<file path="config.mk">
export PLATFORM = sky130hd
export DESIGN_NAME = cdb_rr_arbiter
export DESIGN_NICKNAME = d
export VERILOG_FILES = /design/src/rtl/cdb_rr_arbiter.sv
export SDC_FILE = /design/constraint.sdc
export NUM_CORES = 1
export LEC_CHECK = 0
export ABC_AREA = 1
export CAP_MARGIN = 5
export CORE_UTILIZATION = 55
export DETAILED_ROUTE_END_ITERATION = 16
export PLACE_DENSITY = 0.75
export SLEW_MARGIN = 20
export SYNTH_ARGS = -nofsm -noshare
export SYNTH_HDL_FRONTEND = slang
export SYNTH_SLANG_ARGS = --single-unit
export TNS_END_PERCENT = 20
</file>
<file path="constraint.sdc">
create_clock -name clock -period 5.3 [get_ports clock]
set_input_delay 1.06 -clock clock [delete_from_list [all_inputs] [get_ports clock]]
set_output_delay 1.06 -clock clock [all_outputs]
set_load 0.1 [all_outputs]
</file>
<file path="src/rtl/cdb_rr_arbiter.sv">
// Round-robin CDB arbiter with starvation override and a post-flush drain window.
// Optional BR_PRIORITY_EN macro lets requester BR_IDX beat rotation (starved requesters still win).
module cdb_rr_arbiter #(
   parameter int unsigned NUM_REQ      = 5,
   parameter int unsigned STARVE_MAX   = 8,
   parameter int unsigned DRAIN_CYCLES = 2,
   parameter int unsigned BR_IDX       = 2,
   localparam int unsigned IdxW        = (NUM_REQ > 1) ? $clog2(NUM_REQ) : 1
) (
   input  logic               clock,
   input  logic               reset_n,
   input  logic               commit_mis_pred,
   input  logic               cdb_stall,
   input  logic [NUM_REQ-1:0] req,
   output logic [NUM_REQ-1:0] gnt,
   output logic               gnt_valid,
   output logic [IdxW-1:0]    gnt_idx,
   output logic               draining,
   output logic               starve_flag
);

   localparam int unsigned CntW   = $clog2(STARVE_MAX + 1);
   localparam int unsigned DrainW = $clog2(DRAIN_CYCLES + 1);
   localparam logic [CntW-1:0]   StarveMax = CntW'(STARVE_MAX);
   localparam logic [DrainW-1:0] DrainLoad = DrainW'(DRAIN_CYCLES - 1);
   localparam logic [IdxW-1:0]   LastIdx   = IdxW'(NUM_REQ - 1);

   if (BR_IDX >= NUM_REQ || DRAIN_CYCLES < 1) begin : g_bad_cfg
      $error("cdb_rr_arbiter: BR_IDX must be < NUM_REQ and DRAIN_CYCLES >= 1");
   end

   typedef enum logic [0:0] {StRun, StDrain} state_e;

   state_e                         r_state, w_state_d;
   logic [DrainW-1:0]              r_drain_cnt, w_drain_cnt_d;
   logic [IdxW-1:0]                r_rr_ptr, w_rr_ptr_d;
   logic [NUM_REQ-1:0][CntW-1:0]   r_starve_cnt, w_starve_cnt_d;

   logic                w_grant_en;
   logic                w_sel_found;
   logic [IdxW-1:0]     w_sel_idx;
   logic [NUM_REQ-1:0]  w_gnt;
   logic [NUM_REQ-1:0]  w_starved;

   assign w_grant_en = reset_n && (r_state == StRun) && !commit_mis_pred && !cdb_stall && |req;

   always_comb begin
      w_starved = '0;
      for (int i = 0; i < NUM_REQ; i++) begin
         w_starved[i] = (r_starve_cnt[i] == StarveMax);
      end
   end

   // Priority: lowest-index starved requester, then (optionally) BR, then rotation from rr_ptr.
   always_comb begin
      int unsigned pos;
      w_sel_found = 1'b0;
      w_sel_idx   = '0;
      pos         = 0;
      for (int i = 0; i < NUM_REQ; i++) begin
         if (!w_sel_found && req[i] && w_starved[i]) begin
            w_sel_found = 1'b1;
            w_sel_idx   = IdxW'(i);
         end
      end
`ifdef BR_PRIORITY_EN
      if (!w_sel_found && req[BR_IDX]) begin
         w_sel_found = 1'b1;
         w_sel_idx   = IdxW'(BR_IDX);
      end
`endif
      for (int k = 0; k < NUM_REQ; k++) begin
         pos = int'(unsigned'(r_rr_ptr)) + k;
         if (pos >= NUM_REQ) pos = pos - NUM_REQ;
         if (!w_sel_found && req[pos]) begin
            w_sel_found = 1'b1;
            w_sel_idx   = IdxW'(pos);
         end
      end
   end

   always_comb begin
      w_gnt = '0;
      for (int i = 0; i < NUM_REQ; i++) begin
         w_gnt[i] = w_grant_en && w_sel_found && (w_sel_idx == IdxW'(i));
      end
   end

   assign gnt         = w_gnt;
   assign gnt_valid   = |w_gnt;
   assign gnt_idx     = (|w_gnt) ? w_sel_idx : '0;
   assign draining    = reset_n && (r_state == StDrain);
   assign starve_flag = reset_n && |w_starved;

   always_comb begin
      w_state_d      = r_state;
      w_drain_cnt_d  = r_drain_cnt;
      w_rr_ptr_d     = r_rr_ptr;
      w_starve_cnt_d = r_starve_cnt;
      unique case (r_state)
         StRun: begin
            if (commit_mis_pred) begin
               w_state_d      = StDrain;
               w_drain_cnt_d  = DrainLoad;
               w_starve_cnt_d = '0;
            end else begin
               if (|w_gnt) begin
                  w_rr_ptr_d = (w_sel_idx == LastIdx) ? '0 : w_sel_idx + 1'b1;
               end
               for (int i = 0; i < NUM_REQ; i++) begin
                  if (req[i] && !w_gnt[i]) begin
                     if (!w_starved[i]) w_starve_cnt_d[i] = r_starve_cnt[i] + 1'b1;
                  end else begin
                     w_starve_cnt_d[i] = '0;
                  end
               end
            end
         end
         StDrain: begin
            w_starve_cnt_d = '0;
            if (commit_mis_pred) begin
               w_drain_cnt_d = DrainLoad;
            end else if (r_drain_cnt == '0) begin
               w_state_d = StRun;
            end else begin
               w_drain_cnt_d = r_drain_cnt - 1'b1;
            end
         end
         default: w_state_d = StRun;
      endcase
   end

   always_ff @(posedge clock or negedge reset_n) begin
      if (!reset_n) begin
         r_state      <= StRun;
         r_drain_cnt  <= '0;
         r_rr_ptr     <= '0;
         r_starve_cnt <= '0;
      end else begin
         r_state      <= w_state_d;
         r_drain_cnt  <= w_drain_cnt_d;
         r_rr_ptr     <= w_rr_ptr_d;
         r_starve_cnt <= w_starve_cnt_d;
      end
   end

endmodule

</file>
Word level (Yosys, flattened, before mapping)
Cells that the tools add are included.

storage, ports and cells
  memories = 0
  word-level logic and storage cells = 162
  latch bits = 0
  register bits = 26
  memory bits (writable) = 0
  bits in read-only memories = 0
  input port bits = 9

cells by class
  equality and inequality tests = 16
  shifts and indexed selects = 0
  divide/modulo/power cells = 0
  add/subtract/negate cells = 16
  multipliers = 0
  bitwise operators = 2
  reduce and logical (&&, ||, !) cells = 54
  mux-type cells = 56
  magnitude comparators = 10

operator list
  operator                                                      count
  less-than comparator 32 x 4 -> 1 bit (second input constant)  5
  two-way mux 32 bit                                            5
  two-way mux 4 bit                                             10
  one-hot mux 20 bit (2 select lines)                           1
  logical AND 1 bit                                             31
  two-way mux 3 bit                                             10
  adder 4 x 1 -> 4 bit (second input constant)                  5
  == test 4 bit (second input constant)                         5
  two-way mux 20 bit                                            1
  inequality test 4 bit (second input constant)                 5
  subtractor 4 x 3 -> 5 bit (second input constant)             4
  two-way mux 1 bit                                             19
  >= comparator 4 x 3 -> 1 bit (second input constant)          4
  zero test 1 bit                                               16
  binary-select mux 1 bit (select 3 bit)                        5
  OR reduction 5 bit                                            3
  adder 3 x 2 -> 4 bit (second input constant)                  2
  == test 3 x 2 -> 1 bit (second input constant)                2
  two-way mux 2 bit                                             3
  adder 3 x 1 -> 4 bit (second input constant)                  1
  adder 3 x 3 -> 4 bit (second input constant)                  1
  one-hot mux 2 bit (2 select lines)                            1
  subtractor 3 x 3 -> 4 bit (second input constant)             1
  adder 3 x 1 -> 3 bit (second input constant)                  1
  12 further kinds                                              13

Depth between registers and ports, before layout
  word-level depth = 41
  mapped depth = 29
  mapped depth without buffers = 29

Worst setup path after synthesis
Ideal clock, no wire load.

  kind = input to output
  start = in req[3]
  end = out gnt_idx[0]
  path buffers = 1
  stages on the path = 20
  setup slack = 225 ps
  arrival time = 4015 ps
  data required time = 4240 ps
  path through = buf_2 -> inv_2 -> nor2_1 -> inv_2 -> nand3_1 -> nor2_1 -> inv_2 -> nor2_8 -> nand2_4 -> nor2_8 -> nand3_4 -> or2_0 -> nand2_1 -> ha_1 -> inv_1 -> nor2_1 -> nand2_4 -> nand2_2 -> nor2_4 -> a21oi_2

on the way
  longest elaborated chain between the ends = 26

ends and longest elaborated chain
  element                                                        RTL line  RTL
  start, declared                                                14        input logic [NUM_REQ-1:0] req,
  logical AND 1 bit (2 in a row)                                 61        if (!w_sel_found && req[i] && w_starved[i]) begin
  two-way mux 1 bit                                              61
  zero test 1 bit                                                61
  logical AND 1 bit (2 in a row)                                 61
  two-way mux 1 bit                                              61
  zero test 1 bit                                                75        if (!w_sel_found && req[pos]) begin
  logical AND 1 bit                                              75
  two-way mux 1 bit                                              75
  (+8 left out)                                                  n/a
  two-way mux 1 bit                                              75
  zero test 1 bit                                                75
  logical AND 1 bit                                              75
  two-way mux 3 bit / two-way mux 1 bit (equally long branches)  75
  == test 3 x 1 -> 1 bit (tied with other cells)                 85        w_gnt[i] = w_grant_en && w_sel_found && (w_sel_idx == IdxW'(i));
  logical AND 1 bit                                              85
  OR reduction 5 bit                                             91        assign gnt_idx = (|w_gnt) ? w_sel_idx : '0;
  two-way mux 3 bit *                                            91
  end, declared                                                  17        output logic [IdxW-1:0] gnt_idx,

Mark *: on every way between the ends. The rest lies on a longest branch, timed or not. The select of a mux whose other input is x is not followed.

Final worst setup path
  start = in req[0]
  end = out gnt_idx[0]

on the way
  longest elaborated chain between the ends = 37

ends and longest elaborated chain
  element                                                        RTL line
  logical AND 1 bit                                              61
  two-way mux 1 bit                                              61
  zero test 1 bit                                                61
  logical AND 1 bit (2 in a row)                                 61
  two-way mux 1 bit                                              61
  zero test 1 bit                                                61
  logical AND 1 bit (2 in a row)                                 61
  two-way mux 1 bit                                              61
  (+19 left out)                                                 n/a
  two-way mux 1 bit                                              75
  zero test 1 bit                                                75
  logical AND 1 bit                                              75
  two-way mux 3 bit / two-way mux 1 bit (equally long branches)  75
  == test 3 x 1 -> 1 bit (tied with other cells)                 85
  logical AND 1 bit                                              85
  OR reduction 5 bit                                             91
  two-way mux 3 bit *                                            91

Marks and branches as above.

==> results.json <==
{
  "outcome": "finished, final reports clean",
  "nNetsFinal": 495,
  "crit_path_start_kind": "input pin",
  "tightest_slew_ns": 0.351,
  "synth_top_cell_area_share": 0.220,
  "netSwitchingFraction": 0.598,
  "die_w_um": 75.4,
  "start_util": 0.576,
  "fill_cells": 467,
  "yosysWarningCount": 0,
  "rows": 26,
  "finalSetupViolCount": 0,
  "io_pins": 20,
  "p_int_uw": 825,
  "maxCapViolCount": 0,
  "ys_async_sr_fraction": 1.00,
  "vias": 2904,
  "crit_start": "req[0]",
  "path_class": "input pin to output pin",
  "ys_ff_latch": 26,
  "ir_drop_v": 0.000662,
  "end_kind": "output pin",
  "pwr-share-comb": 0.829,
  "mostFrequentLayoutCells": "nand2_1 (82), nand3_1 (65), inv_1 (59)",
  "grt_pass1_wl_um": 12100,
  "cp_max_fo": 6,
  "ys_seq_area_frac": 0.220,
  "portBuffers": 19,
  "syn_area_um2": 2960,
  "synth_area_leaders": "dfrtp_1 (22%), ha_1 (12%), nand3_1 (11%)",
  "synth_edf_count": 0,
  "cts.root.buffer_cell": "clkbuf_8",
  "cp-endpoint": "gnt_idx[0]",
  "synth_largest_area_cell": "dfrtp_1",
  "ys_types": 36,
  "hold_violations": 0,
  "period_needed_ns": 5.07,
  "leakage_uw": 0.00174,
  "final_common_cell": "nand2_1",
  "fmaxAchievable_mhz": 197,
  "cellPowerDensity_nw_per_um2": 590,
  "synth-main-ff-cell": "dfrtp_1",
  "cts.sinks": 26,
  "die_y_um": 75.4,
  "cts_made_buffers": 3,
  "syn_to_final_growth_pct": 17.6,
  "cts.clk_slew.worst_paths_ns": 0.08,
  "slew_violations": 0,
  "r2r-end": "r_rr_ptr[0]",
  "n_antenna_cell": 0,
  "drc": 0,
  "fin_setup_tns_ns": 0,
  "dp_hpwl_um": 5690,
  "firstDrtPassIters": 5,
  "p_clk_frac": 0.054,
  "antenna_found_initial": 0,
  "skew_ns": 0.00526,
  "worstRegToRegCells": 19,
  "avgRoutedWirePerCell_um": 14.0,
  "drt-total-wl_um": 7360,
  "max-slew-margin-rel": 0.766,
  "hold_class": "flop to flop",
  "multi_input_area_um2": 2040,
  "ant_nets": 0,
  "r2r_setup_slack_ns": 1.56,
  "hold_buffers": 0,
  "post-route-util": 0.677,
  "grt_use_total": 0.281,
  "clock_path_buffers": 2,
  "synthCells": 427,
  "drt_iter0_markers": 323,
  "syn_nets": 464,
  "r2r-start": "r_rr_ptr[1]",
  "die_area_um2": 5680,
  "ctsHtreeMaxLevel": 1,
  "viasPerCell": 5.52,
  "fin_crit_sh": 0.957,
  "overflow": 0,
  "p_switching_uw": 1230,
  "grt_pass1_vias": 2615,
  "required_ns": 4.24,
  "final_layout_size_suffix_gt1_frac": 0.224,
  "gp_congestion": 0.907,
  "whs_ns": 0.495,
  "power_uw": 2050,
  "arrival_ns": 4.01,
  "cts_tree": "done",
  "grt_start_max_net_pins": 28,
  "seq_area_um2": 652,
  "coreArea_um2": 5140,
  "seq_power_share": 0.117,
  "clk_latency_ns": 0.27,
  "avgSynthCellArea_um2": 6.93
}
==> critical path: stages <==
cell             delay [ns]
clkdlybuf4s50_1        0.46
nand4_1                0.16
nand2_1                0.10
inv_2                  0.05
nand3_1                0.09
nor2_2                 0.16
inv_2                  0.08
nor2_8                 0.13
nand4_1                0.14
inv_1                  0.08
nand2_1                0.04
nand2_1                0.06
nand2_1                0.07
nor2_2                 0.12
nand2_2                0.11
inv_4                  0.10
ha_2                   0.18
nand3_2                0.09
inv_2                  0.11
nand2_4                0.08
nand2_2                0.10
nor2_4                 0.06
a21oi_2                0.19
buf_12                 0.19
==> logic make-up (layout without fill, tap and decap cells) <==
kind of cell,Yosys count,in the layout,synth area share
compound gates,38,38,0.0770
flops,26,26,0.220
simple gates,243,243,0.441
buf+inv,81,110,0.109
xor+xnor,11,11,0.0351
fa+ha+maj,28,28,0.118
==> state kept, by name, summed over array words and instances (netlist names) <==
name and cells:
r_state 1, r_rr_ptr 3, r_drain_cnt 2, r_starve_cnt 20
==> cell type report <==
type	count	area share
multi-input combinational	320	0.586
tap	70	0.0252
inverter	76	0.0845
timing repair buffer	31	0.105
sequential	26	0.187
clock buffer	3	0.0119
==> synthesized netlist by cell type, types with 3 or more instances <==
cell type / n
nand3_2: 11
nor2_8: 4
nand3_4: 3
nor3_1: 5
o211ai_1: 3
ha_1: 28
inv_1: 61
xnor2_1: 4
a21oi_1: 5
nand2_1: 83
o21ai_1: 9
a31oi_1: 3
nand2_4: 4
nand3_1: 65
nand4_1: 14
nor2_1: 30
nand2_2: 18
dfrtp_1: 26
xor2_1: 6
o21ai_0: 10
inv_2: 14
==> stage by stage <==
stage / cells / setup slack, ns / instance area, um2
finish: 526 / 0.230 / 3480
detailed placement: 521 / 0.0624 / 3360
CTS: 524 / 0.0564 / 3400
global placement: 521 / 0.192 / 3360
global route: 526 / -0.0460 / 3480
floorplan: 427 / 0.225 / 2960
==> what timing repair did <==
| item | in CTS | in global routing |
|---|---|---|
| gates resized for setup | 0 | 21 |
| setup endpoints to repair | 0 | 9 |
| buffers inserted | 0 | 2 |
| endpoints found under the hold margin | 0 | 0 |
==> per-layer routing <==
metal  vias to the layer above  wire length, um  GRT usage
met3                        14              450     0.0397
met5                         -                0          0
li1                       1450                -          -
met4                         0              108     0.0514
met2                       102             3300      0.440
met1                      1338             3490      0.415
==> power by group through the flow <==
stage | logic, uW | clock network [uW] | registers (uW)
floorplan | 1230 | 0 | 247
global placement | 1510 | 0 | 241
detailed placement | 1530 | 0 | 242
CTS | 1540 | 113 | 237
global route | 1890 | 121 | 244
finish | 1700 | 110 | 241
==> how the worst min path moves through the flow <==
stage / start / endpoint / slack (ns) / depth (start not counted)
finish: r_state / r_starve_cnt[3] / 0.49 / 1
global route: r_state / r_starve_cnt[3] / 0.53 / 1
CTS: r_state / r_starve_cnt[3] / 0.50 / 1
detailed placement: r_state / r_starve_cnt[3] / 0.48 / 1
global placement: r_state / r_starve_cnt[3] / 0.48 / 1
floorplan: r_state / r_starve_cnt[3] / 0.45 / 1
Note: power is estimated with default switching activity, not from simulation.
